$ cat config.mk
export PLATFORM = sky130hd
export DESIGN_NAME = cv32e40p_tmr_voter_mgr
export DESIGN_NICKNAME = d
export VERILOG_FILES = /design/src/rtl/cv32e40p_voter_pkg.sv /design/src/rtl/cv32e40p_voter_core.sv /design/src/rtl/cv32e40p_tmr_voter_mgr.sv
export SDC_FILE = /design/constraint.sdc
export NUM_CORES = 1
export LEC_CHECK = 0
export CORE_MARGIN = 2
export CORE_UTILIZATION = 25
export CTS_BUF_LIST = sky130_fd_sc_hd__clkbuf_16
export CTS_CLUSTER_SIZE = 20
export DETAILED_ROUTE_END_ITERATION = 12
export RECOVER_POWER = 25
export SLEW_MARGIN = 20
export SYNTH_ARGS = -nofsm -noshare
export SYNTH_HDL_FRONTEND = slang
export SYNTH_SLANG_ARGS = --single-unit
$ cat constraint.sdc
create_clock -name clk -period 5.46 [get_ports clk]
set_input_delay 0.546 -clock clk [delete_from_list [all_inputs] [get_ports clk]]
set_output_delay 0.546 -clock clk [all_outputs]
set_load 0.05 [all_outputs]
$ cat src/rtl/cv32e40p_voter_pkg.sv
// Shared types for the TMR voter manager and its combinational voting core.
// Optional feature macro used by the manager: CV32E40P_VOTER_DECAY_EN.
package cv32e40p_voter_pkg;

  typedef enum logic [1:0] {
    VS_HEALTHY  = 2'd0,
    VS_DEGRADED = 2'd1,
    VS_FAILED   = 2'd2
  } voter_state_e;

  // Width-independent part of a vote result; the voted data word is carried
  // alongside it because its width is a parameter of the instantiating module.
  typedef struct packed {
    logic [2:0] mismatch;
    logic       corrected;
    logic       uncorr;
  } vote_flags_t;

  localparam vote_flags_t VOTE_FLAGS_CLEAN = '{mismatch: 3'b000, corrected: 1'b0, uncorr: 1'b0};

endpackage

$ cat src/rtl/cv32e40p_voter_core.sv
// Purely combinational voter: majority vote while no replica is retired,
// duplex compare of the two survivors once one is retired.
module cv32e40p_voter_core
  import cv32e40p_voter_pkg::*;
#(
  parameter int WIDTH = 32
) (
  input  logic [WIDTH-1:0] in_1,
  input  logic [WIDTH-1:0] in_2,
  input  logic [WIDTH-1:0] in_3,
  input  logic [2:0]       broken,
  output logic [WIDTH-1:0] voted,
  output vote_flags_t      flags
);

  typedef struct packed {
    logic [WIDTH-1:0] voted;
    vote_flags_t      flags;
  } vote_res_t;

  vote_res_t res;
  logic      eq_12;
  logic      eq_13;
  logic      eq_23;

  assign eq_12 = (in_1 == in_2);
  assign eq_13 = (in_1 == in_3);
  assign eq_23 = (in_2 == in_3);

  // Select voted word and flags from the pairwise equalities and retired mask.
  always_comb begin
    res.voted = in_1;
    res.flags = VOTE_FLAGS_CLEAN;
    case (broken)
      3'b000: begin
        if (eq_12 && eq_13) begin
          res.voted = in_1;
        end else if (eq_12) begin
          res.voted              = in_1;
          res.flags.mismatch     = 3'b100;
          res.flags.corrected    = 1'b1;
        end else if (eq_13) begin
          res.voted              = in_1;
          res.flags.mismatch     = 3'b010;
          res.flags.corrected    = 1'b1;
        end else if (eq_23) begin
          res.voted              = in_2;
          res.flags.mismatch     = 3'b001;
          res.flags.corrected    = 1'b1;
        end else begin
          res.voted              = in_1;
          res.flags.mismatch     = 3'b111;
          res.flags.uncorr       = 1'b1;
        end
      end
      3'b001: begin
        res.voted          = in_2;
        res.flags.uncorr   = !eq_23;
        res.flags.mismatch = eq_23 ? 3'b000 : 3'b110;
      end
      3'b010: begin
        res.voted          = in_1;
        res.flags.uncorr   = !eq_13;
        res.flags.mismatch = eq_13 ? 3'b000 : 3'b101;
      end
      3'b100: begin
        res.voted          = in_1;
        res.flags.uncorr   = !eq_12;
        res.flags.mismatch = eq_12 ? 3'b000 : 3'b011;
      end
      default: begin
        // More than one replica retired: nothing left to trust.
        res.voted          = in_1;
        res.flags.uncorr   = 1'b1;
        res.flags.mismatch = 3'b000;
      end
    endcase
  end

  assign voted = res.voted;
  assign flags = res.flags;

endmodule

$ cat src/rtl/cv32e40p_tmr_voter_mgr.sv
// TMR voter manager: registered vote output stage, per-replica error
// counters, replica retirement and HEALTHY/DEGRADED/FAILED health FSM.
// Optional counter decay on clean votes: define CV32E40P_VOTER_DECAY_EN.
module cv32e40p_tmr_voter_mgr
  import cv32e40p_voter_pkg::*;
#(
  parameter int WIDTH   = 32,
  parameter int CNT_W   = 4,
  parameter int THRESH  = 3,
  parameter int DECAY_P = 256
) (
  input  logic               clk,
  input  logic               rst,
  input  logic               clear_i,
  input  logic               valid_i,
  output logic               ready_o,
  input  logic [WIDTH-1:0]   in_1_i,
  input  logic [WIDTH-1:0]   in_2_i,
  input  logic [WIDTH-1:0]   in_3_i,
  output logic               valid_o,
  input  logic               ready_i,
  output logic [WIDTH-1:0]   voted_o,
  output logic [2:0]         err_detected_o,
  output logic               err_corrected_o,
  output logic               err_uncorr_o,
  output logic [2:0]         broken_o,
  output logic [1:0]         state_o,
  output logic [3*CNT_W-1:0] err_cnt_o,
  output logic               fatal_o
);

  localparam logic [CNT_W-1:0] CNT_MAX    = {CNT_W{1'b1}};
  localparam logic [CNT_W-1:0] CNT_THRESH = CNT_W'(THRESH);
  localparam logic [CNT_W-1:0] CNT_ONE    = CNT_W'(1);

  voter_state_e     state_r, state_n;
  logic [CNT_W-1:0] cnt_r [3];
  logic [CNT_W-1:0] cnt_n [3];
  logic [2:0]       broken_r, broken_n;
  logic             valid_r;
  logic [WIDTH-1:0] voted_r;
  logic [2:0]       det_r;
  logic             corr_r;
  logic             uncorr_r;

  logic             acc_s;
  logic [WIDTH-1:0] core_voted_s;
  vote_flags_t      core_flags_s;

`ifdef CV32E40P_VOTER_DECAY_EN
  localparam int CLEAN_W = (DECAY_P > 1) ? $clog2(DECAY_P) : 1;
  localparam logic [CLEAN_W-1:0] CLEAN_LAST = CLEAN_W'(DECAY_P - 1);
  logic [CLEAN_W-1:0] clean_r, clean_n;
`endif

  cv32e40p_voter_core #(.WIDTH(WIDTH)) u_core (
    .in_1   (in_1_i),
    .in_2   (in_2_i),
    .in_3   (in_3_i),
    .broken (broken_r),
    .voted  (core_voted_s),
    .flags  (core_flags_s)
  );

  assign ready_o = !valid_r || ready_i;
  assign acc_s   = valid_i && ready_o;

  // Health bookkeeping: counter updates, retirement and state transitions.
  always_comb begin
    state_n  = state_r;
    broken_n = broken_r;
    for (int k = 0; k < 3; k++) cnt_n[k] = cnt_r[k];
`ifdef CV32E40P_VOTER_DECAY_EN
    clean_n = clean_r;
`endif
    if (clear_i) begin
      // A vote accepted together with clear still gets flagged, but its
      // bookkeeping is discarded in favour of the clean slate.
      state_n  = VS_HEALTHY;
      broken_n = 3'b000;
      for (int k = 0; k < 3; k++) cnt_n[k] = '0;
`ifdef CV32E40P_VOTER_DECAY_EN
      clean_n = '0;
`endif
    end else if (acc_s) begin
      case (state_r)
        VS_HEALTHY: begin
          if (core_flags_s.corrected) begin
            for (int k = 0; k < 3; k++) begin
              if (core_flags_s.mismatch[k] && (cnt_r[k] != CNT_MAX)) begin
                cnt_n[k] = cnt_r[k] + CNT_ONE;
                if ((cnt_r[k] + CNT_ONE) == CNT_THRESH) begin
                  broken_n[k] = 1'b1;
                  state_n     = VS_DEGRADED;
                end else begin
                  broken_n[k] = broken_r[k];
                end
              end else begin
                cnt_n[k] = cnt_r[k];
              end
            end
`ifdef CV32E40P_VOTER_DECAY_EN
            clean_n = '0;
`endif
          end else if (core_flags_s.uncorr) begin
`ifdef CV32E40P_VOTER_DECAY_EN
            clean_n = '0;
`endif
            state_n = VS_HEALTHY;
          end else begin
`ifdef CV32E40P_VOTER_DECAY_EN
            // Clean vote: every DECAY_P of them forgive one error per replica.
            if (clean_r == CLEAN_LAST) begin
              clean_n = '0;
              for (int k = 0; k < 3; k++) begin
                if (!broken_r[k] && (cnt_r[k] != '0)) begin
                  cnt_n[k] = cnt_r[k] - CNT_ONE;
                end else begin
                  cnt_n[k] = cnt_r[k];
                end
              end
            end else begin
              clean_n = clean_r + CLEAN_W'(1);
            end
`endif
            state_n = VS_HEALTHY;
          end
        end
        VS_DEGRADED: begin
          if (core_flags_s.uncorr) begin
            state_n = VS_FAILED;
          end else begin
            state_n = VS_DEGRADED;
          end
        end
        VS_FAILED: begin
          state_n = VS_FAILED;
        end
        default: begin
          state_n = VS_FAILED;
        end
      endcase
    end else begin
      state_n = state_r;
    end
  end

  // Health state registers.
  always_ff @(posedge clk or posedge rst) begin
    if (rst) begin
      state_r  <= VS_HEALTHY;
      broken_r <= 3'b000;
      for (int k = 0; k < 3; k++) cnt_r[k] <= '0;
`ifdef CV32E40P_VOTER_DECAY_EN
      clean_r  <= '0;
`endif
    end else begin
      state_r  <= state_n;
      broken_r <= broken_n;
      for (int k = 0; k < 3; k++) cnt_r[k] <= cnt_n[k];
`ifdef CV32E40P_VOTER_DECAY_EN
      clean_r  <= clean_n;
`endif
    end
  end

  // One-entry output stage: capture on accept, hold under back-pressure.
  always_ff @(posedge clk or posedge rst) begin
    if (rst) begin
      valid_r  <= 1'b0;
      voted_r  <= '0;
      det_r    <= 3'b000;
      corr_r   <= 1'b0;
      uncorr_r <= 1'b0;
    end else if (acc_s) begin
      valid_r  <= 1'b1;
      voted_r  <= core_voted_s;
      det_r    <= core_flags_s.mismatch;
      corr_r   <= core_flags_s.corrected;
      uncorr_r <= core_flags_s.uncorr || (state_r == VS_FAILED);
    end else if (ready_i) begin
      valid_r  <= 1'b0;
    end else begin
      valid_r  <= valid_r;
    end
  end

  assign valid_o         = valid_r;
  assign voted_o         = voted_r;
  assign err_detected_o  = det_r;
  assign err_corrected_o = corr_r;
  assign err_uncorr_o    = uncorr_r;
  assign broken_o        = broken_r;
  assign state_o         = state_r;
  assign err_cnt_o       = {cnt_r[2], cnt_r[1], cnt_r[0]};
  assign fatal_o         = (state_r == VS_FAILED);

endmodule
==> After elaboration in Yosys (flattened, before gate mapping) <==
Cells that the tools add are included.
{ "op_classes": {"eq_ne": 14, "reduce_logical": 29, "n_mux": 45, "addsub": 3} }
{ "op_table": {"columns": ["op", "n"], "rows": [
  ["35-bit case mux with 4 select lines", 1],
  ["32-bit == test", 3],
  ["36-bit two-way mux", 2],
  ["12-bit two-way mux", 4],
  ["35-bit two-way mux", 1],
  ["32-bit two-way mux", 1],
  ["2-bit two-way mux", 11],
  ["2-bit nonzero test", 10],
  ["3-bit two-way mux", 6],
  ["5-bit AND reduction", 3],
  ["1-bit two-way mux", 13],
  ["4-bit by 1-bit adder with 4-bit output (second input constant)", 3],
  ["4-bit by 2-bit == test with 1-bit output (second input constant)", 3],
  ["4-bit two-way mux", 3],
  ["4-bit inequality test (second input constant)", 3],
  ["4-bit AND reduction", 3],
  ["1-bit logical AND", 5],
  ["5-bit two-way mux", 1],
  ["1-bit zero test", 4],
  ["1-bit case mux with 4 select lines", 1],
  ["2-bit case mux with 2 select lines", 1],
  ["3-bit by 1-bit == test with 1-bit output (second input constant)", 1],
  ["3-bit by 2-bit == test with 1-bit output (second input constant)", 1],
  ["3-bit == test (second input constant)", 1],
  ["5 further kinds", 6]
]} }
{ "word_totals": {"output_inout_bits": 57, "ff_bits": 55, "input_bits": 101, "wordCells": 103} }

==> Depth between registers and ports, before layout <==
Gate-level depths: netlist of the first run.
{ "depth": {"ltp_word": 16, "mapped_depth": 10, "depth_no_buf": 8} }

==> By module <==
From an unflattened synthesis of the first run, not the netlist that was laid out.
{ "hier_totals": {"hier_cells": 538, "hier_area_um2": 5022.3} }
{ "modules_own_cells": {"columns": ["mod", "n_inst", "area_per_inst_um2", "cells_per_inst", "seq_area_each_um2"], "rows": [
  ["cv32e40p_voter_core", 1, 2527.4, 340, 0.0],
  ["cv32e40p_tmr_voter_mgr", 1, 2494.9, 198, 1376.3]
]} }

==> Worst setup path after synthesis of the first run <==
No wires, ideal clock.
{ "synth_timing": {"path_type": "flip-flop to flip-flop", "from": "register valid_r, in the netlist valid_o", "to": "register cnt_r (netlist bit err_cnt_o[2])", "path_stages_with_launch": 8, "arrival_ns": 2.574, "setup_slack_ns": 2.808, "setup_time_ns": 0.078, "required_time_ns": 5.382, "n_path_buf": 0, "synth_period_minus_slack_ns": 2.652, "cell_sequence": "dfrtp_1 nand2b_2 nand2_1 or3_1 a211o_1 nand4bb_1 or3_1 a21oi_1"} }
{ "synth_between": {"elab_chain_len": 5} }
{ "synth_lines": {"columns": ["element", "line", "text"], "rows": [
  ["start, declared", "cv32e40p_tmr_voter_mgr.sv:40", "logic valid_r;"],
  ["start signal, assigned", "cv32e40p_tmr_voter_mgr.sv:184", "valid_r <= valid_r;"],
  ["1-bit zero test", "cv32e40p_tmr_voter_mgr.sv:65", "assign ready_o = !valid_r || ready_i;"],
  ["1-bit logical OR", "cv32e40p_tmr_voter_mgr.sv:65", null],
  ["via ready_o", "cv32e40p_tmr_voter_mgr.sv:16", "output logic ready_o,"],
  ["1-bit logical AND", "cv32e40p_tmr_voter_mgr.sv:66", "assign acc_s = valid_i && ready_o;"],
  ["2-bit nonzero test (no line)", null, null],
  ["4-bit AND reduction (no line)", null, null],
  ["end, declared", "cv32e40p_tmr_voter_mgr.sv:37", "logic [CNT_W-1:0] cnt_r [3];"]
]} }
The timed path passes the listed nets, and every way through them passes these cells.
A chain may end at the register's enable or synchronous reset.

==> impl_metrics.ini, run 1 <==
[outcome]
status = finished, violations left
violations = capacitance limit, slew limit

[critical_path]
cp_num_buf_inv = 3
criticalPathCategory = in2async
slowest_stage = clkbuf_1
path_cells = dlygate4sd3_1 -> clkinv_1 -> clkbuf_1
crit_path_start_kind = input port
cp_top_family = buffers and inverters
ff2ff_path_depth = 8
crit-reg2reg-launch = valid_o$_DFFE_PP0P_
crit_path_end_kind = async pin
rrSetupSlack_ns = 2.72
critPathMaxStageDelay_ns = 2.23
path_max_fanout = 55
required_ns = 5.17
r2r-end = err_cnt_o[2]$_DFFE_PP0P_
arrival_ns = 3.39

[timing]
slew_viol_final = 56
relSlewSlack_pct = -112
fin_skew_ns = 0.00478
setup_viol = 0
setup-tns-final_ns = 0
grt_setup_unrepaired = no
tightest_slew_ns = 3.18
post-route-min-period_ns = 3.68
fmax_mhz = 272
min_period_over_period_pct = 67.4
hold_violations = 0

[global_routing]
grt_antenna_before_repair = 0
grt_pass1_vias = 3809
track_usage_pct = 16.3
grt_max_degree = 73
overflow = 0
grt_first_pass_wirelength_um = 20800

[clock_network]
cts_resized = 0
clk_pin_slew_worst_paths_ns = 0.07
cts_tree = yes
numClockSinks = 55
clk_latency_ns = 0.31
post_cts_buffers = 0
htreeDepth = 2
clock_path_buffers = 2
numCtsBuffers = 5
root_buffer = clkbuf_16
ctsHoldBuffers = 0

[final_layout]
antennaDiodeCount = 0
nFillCells = 1545
drive_gt1_share_pct = 4.19
nNetsFinal = 679
areaGrowthSynthToFinish_pct = 50.0
design_area_um2 = 5870

[yosys]
ys_seq_area_share_pct = 35.1
ys_warn_count = 0
async_reset_ff_share_pct = 100
netlist_area_um2 = 3920
synthFlopType = dfrtp_1
synthTopCellsByCount = xor2_1, dfrtp_1, nand2_1
yosys.area.top_type = dfrtp_1
ys_ff_latch = 55
synth_top_area_share_pct = 35.1
synth_edf_count = 0
synth_area_per_cell_um2 = 9.35
syn_inst = 419
synthTopCellsByArea = dfrtp_1, xor2_1, mux2i_1, xnor2_1, o21ai_0
yosysMostFrequentCell = xor2_1
yosysUniqueCellTypes = 51
synth_nets = 526

[detailed_routing]
firstDrtPassIters = 4
wirelength_um = 13600
antenna_left = 0
via_count = 3693
wl_per_cell_um = 17.4
drtIter0Drc = 134
viasPerCell = 4.71
drc = 0

[pwr]
p_seq_share_pct = 36.2
power_mw = 1.27
p_clk_share_pct = 29.7
cellPowerDensity_nw_per_um2 = 217
p_int_mw = 0.832
p_sw_mw = 0.442
p_comb_share_pct = 34.1
ir_worst_vdd_uv = 119
swShare_pct = 34.7
p_leak_nw = 2.22

[hold_path]
worstHoldPathType = reg2reg
hold_end = voted_o[6]$_DFFE_PP0P_
min_from = voted_o[6]$_DFFE_PP0P_
hold_path_depth = 2

[die]
ioPinCount = 158
die_h_um = 129
dieArea_um2 = 16700
core-area_um2 = 15300
die_w_um = 129
initial_core_util_pct = 25.7
row_count = 45

[placed_design]
routabilityCongestion = 0.880
numPortBuffers = 157
dpl_cell_area_um2 = 5710
dp_hpwl_um = 10700

[job]
cap_viol_max_count = 1
state kept, by name (all words and copies together) (netlist names):
name             cells
voted_o             32
err_cnt_o           12
broken_o             3
err_detected_o       3
state_o              2
err_corrected_o      1
err_uncorr_o         1
valid_o              1
power groups by stage:
| stage | combinational [mW] | sequential [mW] | clock [mW] |
|---|---|---|---|
| after floorplan | 0.106 | 0.589 | 0 |
| after global placement | 0.437 | 0.468 | 0 |
| after detailed placement | 0.439 | 0.470 | 0 |
| after CTS | 0.441 | 0.462 | 0.386 |
| after global routing | 0.463 | 0.466 | 0.404 |
| final | 0.435 | 0.461 | 0.378 |
worst reg2reg max path, stage by stage, from the launching register on:
cell and delay [ns]:
dfrtp_1 0.39, nand2b_2 0.11, nand2_2 0.05, buf_4 0.31, or3_1 0.50, a211o_1 0.34
nand4bb_1 0.37, or3_1 0.40, a21oi_1 0.18
kinds of logic after synthesis:
| group | share of synthesized area [%] |
|---|---|
| AND/OR/NAND/NOR | 18.0 |
| XOR/XNOR | 21.7 |
| AO/OA/AOI/OAI | 12.2 |
| flip-flops | 35.1 |
| multiplexers | 8.46 |
| buffers and inverters | 2.62 |
| adder cells (fa/ha/maj) | 1.92 |
stage by stage:
stage,cells,utilization [%],hold WS [ns],setup WS (ns)
after floorplan,419,-,0.654,2.81
after CTS,784,38.5,0.488,1.95
final,784,38.5,0.483,1.78
after global placement,776,37.4,0.466,1.68
after global routing,784,38.5,0.513,0.986
after detailed placement,776,37.4,0.471,1.63
how the worst max path moves through the flow:
stage,from,to,slack (ns),cells past startpoint
floorplan,valid_o$_DFFE_PP0P_,err_cnt_o[2]$_DFFE_PP0P_,2.81,7
global placement,in_2_i[15],voted_o[25]$_DFFE_PP0P_,1.68,9
detailed placement,in_2_i[15],voted_o[24]$_DFFE_PP0P_,1.63,9
CTS,in_2_i[15],voted_o[24]$_DFFE_PP0P_,1.95,9
global route,rst,voted_o[0]$_DFFE_PP0P_,0.99,3
finish,rst,voted_o[15]$_DFFE_PP0P_,1.78,3
area by class of cell:
cell class / count / area [um2] / share of cell area, %
multi-input combinational: 340 / 2440 / 41.6
timing repair buffer: 160 / 1590 / 27.1
clock inverter: 3 / 38.8 / 0.660
tap: 211 / 264 / 4.49
sequential: 55 / 1380 / 23.4
inverter: 10 / 37.5 / 0.639
clock buffer: 5 / 125 / 2.13
placed cells by master, fill, tap and decap left out, types with 3 or more instances in the layout:
master           netlist  routed
a21oi_1               12      12
a31oi_1                4       4
clkbuf_16              0       5
clkdlybuf4s50_1        0     155
dfrtp_1               55      55
ha_1                   6       6
inv_1                 10       9
mux2i_1               32      32
nand2_1               47      46
nand3_1                8       8
nand4_1               12      12
nor2_1                12      12
nor3_1                 4       4
nor4_1                16      16
o21ai_0               43      43
o31ai_1                3       3
or3_1                  4       4
xnor2_1               33      33
xor2_1                64      64
routing by layer:
metal	vias to the layer above	global-route usage, %	share of wire, %
met5	-	0	0
met4	0	4.86	1.8
met3	13	4.46	7.5
li1	1792	-	-
met2	116	27.7	48
met1	1772	20.3	43
No activity file was read; power rests on OpenSTA's default activity.
==> run 2, diff against run 1 <==
==> constraint.sdc (replaced) <==
create_clock -name clk -period 3.1 [get_ports clk]
set_input_delay 0.31 -clock clk [delete_from_list [all_inputs] [get_ports clk]]
set_output_delay 0.31 -clock clk [all_outputs]
set_load 0.05 [all_outputs]
==> impl_metrics.ini, run 2 (synthesis results as in run 1) <==
[outcome]
status = completed

[pwr]
power_mw = 2.22
p_leak_nw = 2.26
ir_worst_vdd_uv = 240
cellPowerDensity_nw_per_um2 = 373

[critical_path]
criticalPathCategory = in2reg
crit_path_start_kind = input port
crit_cells = 9
required_ns = 3.30
slowest_stage = clkdlybuf4s50_1
ff2ff_path_depth = 7
cp_common_cell = a21oi_1
arrival_ns = 3.06
cp_num_buf_inv = 1
crit_path_end_kind = flip-flop
path_max_fanout = 8
critPathMaxStageDelay_ns = 0.49
cp_top_family = compound AO/OA/AOI/OAI gates
path_cells = clkdlybuf4s50_1 -> xnor2_1 -> nand4_1 -> nor4_2 -> a21oi_1 -> a221o_1 -> nor4_4 -> a21oi_1 -> a311oi_1

[detailed_routing]
drc = 0
via_count = 3720
drtIter0Drc = 193
firstDrtPassIters = 4
wirelength_um = 13900
wl_per_cell_um = 17.6
viasPerCell = 4.70
antenna_left = 0

[timing]
relSlewSlack_pct = 25.2
holdWs_ns = 0.482
post-route-min-period_ns = 2.86
fin_skew_ns = 0.00976
fmax_mhz = 350
grt_setup_unrepaired = no
hold_violations = 0
setup_viol = 0
min_period_over_period_pct = 92.3
tightest_slew_ns = 1.12
slew_viol_final = 0

[placed_design]
routabilityCongestion = 0.889
numPortBuffers = 157
dp_hpwl_um = 11100

[clock_network]
numCtsBuffers = 5
ctsHoldBuffers = 0
post_cts_buffers = 0
root_buffer = clkbuf_16
htreeDepth = 2
numClockSinks = 55
cts_resized = 0
clock_path_buffers = 2
clk_pin_slew_worst_paths_ns = 0.09
clk_latency_ns = 0.31
cts_tree = yes

[global_routing]
grt_pass1_vias = 3899
grt_max_degree = 72
track_usage_pct = 16.7
overflow = 0
grt_first_pass_wirelength_um = 21200
grt_antenna_before_repair = 0

[final_layout]
largest_reg_flops = 32
nNetsFinal = 686
nFillCells = 1537
final_cell_mix = clkdlybuf4s50_1, xor2_1, dfrtp_1
drive_gt1_share_pct = 5.52
regArea_um2 = 1380
areaGrowthSynthToFinish_pct = 51.8
antennaDiodeCount = 0
multi_input_area_um2 = 2440
final_common_cell = clkdlybuf4s50_1

[die]
core-area_um2 = 15300
initial_core_util_pct = 25.7
row_count = 45
die_w_um = 129
ioPinCount = 158
die_h_um = 129
dieArea_um2 = 16700

[hold_path]
hold_path_depth = 2
worstHoldPathType = reg2reg

[job]
cap_viol_max_count = 0
## run 2: cell count changes in the layout (fill, tap and decap cells not counted)
| cell | delta |
|---|---|
| buf_12 | +2 |
| clkinv_1 | -2 |
| bufinv_16 | -1 |
| inv_6 | +2 |
| buf_4 | +5 |
| clkinv_8 | +1 |
| inv_1 | +1 |
| clkinv_2 | -1 |
## run 2: through the flow
step                      area (um2)  setup TNS (ns)  cells  util, %  setup WS [ns]
after global routing            5950               0    791     39.0         0.0221
after detailed placement        5790          -0.148    783     38.0        -0.0688
after floorplan                 3920               0    419        -          0.448
after global placement          5790               0    783     38.0        0.00842
final                           5950               0    791     39.0          0.240
after CTS                       5950               0    791     39.0          0.245
## run 2: where the power goes
group          switching (mW)  total (mW)  internal (mW)
clock network           0.317       0.632          0.314
logic                   0.459       0.771          0.312
registers              0.0368       0.814          0.777
total                   0.813        2.22           1.40
## run 2: worst min-delay path: cells and delay by family (launching register included)
| kind | cells | cell delay (ns) |
|---|---|---|
| AOI/OAI and AO/OA | 1 | 0.06 |
| DFF | 1 | 0.35 |
| and+or+nand+nor | 1 | 0.04 |
## run 2: routing by layer
layer  GRT usage (%)  vias to the layer above  routed length [um]
met1            20.4                     1768                5920
met3            4.50                       19                1070
met5               0                        -                   0
met4            4.28                        0                 274
met2            29.0                      130                6660
li1                -                     1803                   -
## run 2: layout make-up
cell class / instances / area share (%)
clock buffer: 5 / 2.10
timing repair buffer: 167 / 28.0
sequential: 55 / 23.1
clock inverter: 3 / 0.568
inverter: 10 / 0.631
tap: 211 / 4.44
multi-input combinational: 340 / 41.1
## run 2: worst paths after layout
kind | from | to | slack [ns]
max | in_1_i[18] | err_cnt_o[5]$_DFFE_PP0P_ | 0.24
min | voted_o[12]$_DFFE_PP0P_ | voted_o[12]$_DFFE_PP0P_ | 0.48
max reg2reg | valid_o$_DFFE_PP0P_ | err_cnt_o[3]$_DFFE_PP0P_ | 0.94
min reg2reg | voted_o[12]$_DFFE_PP0P_ | voted_o[12]$_DFFE_PP0P_ | 0.48
max in group asynchronous | rst | voted_o[10]$_DFFE_PP0P_ | 1.12
min in group asynchronous | rst | voted_o[18]$_DFFE_PP0P_ | 0.71
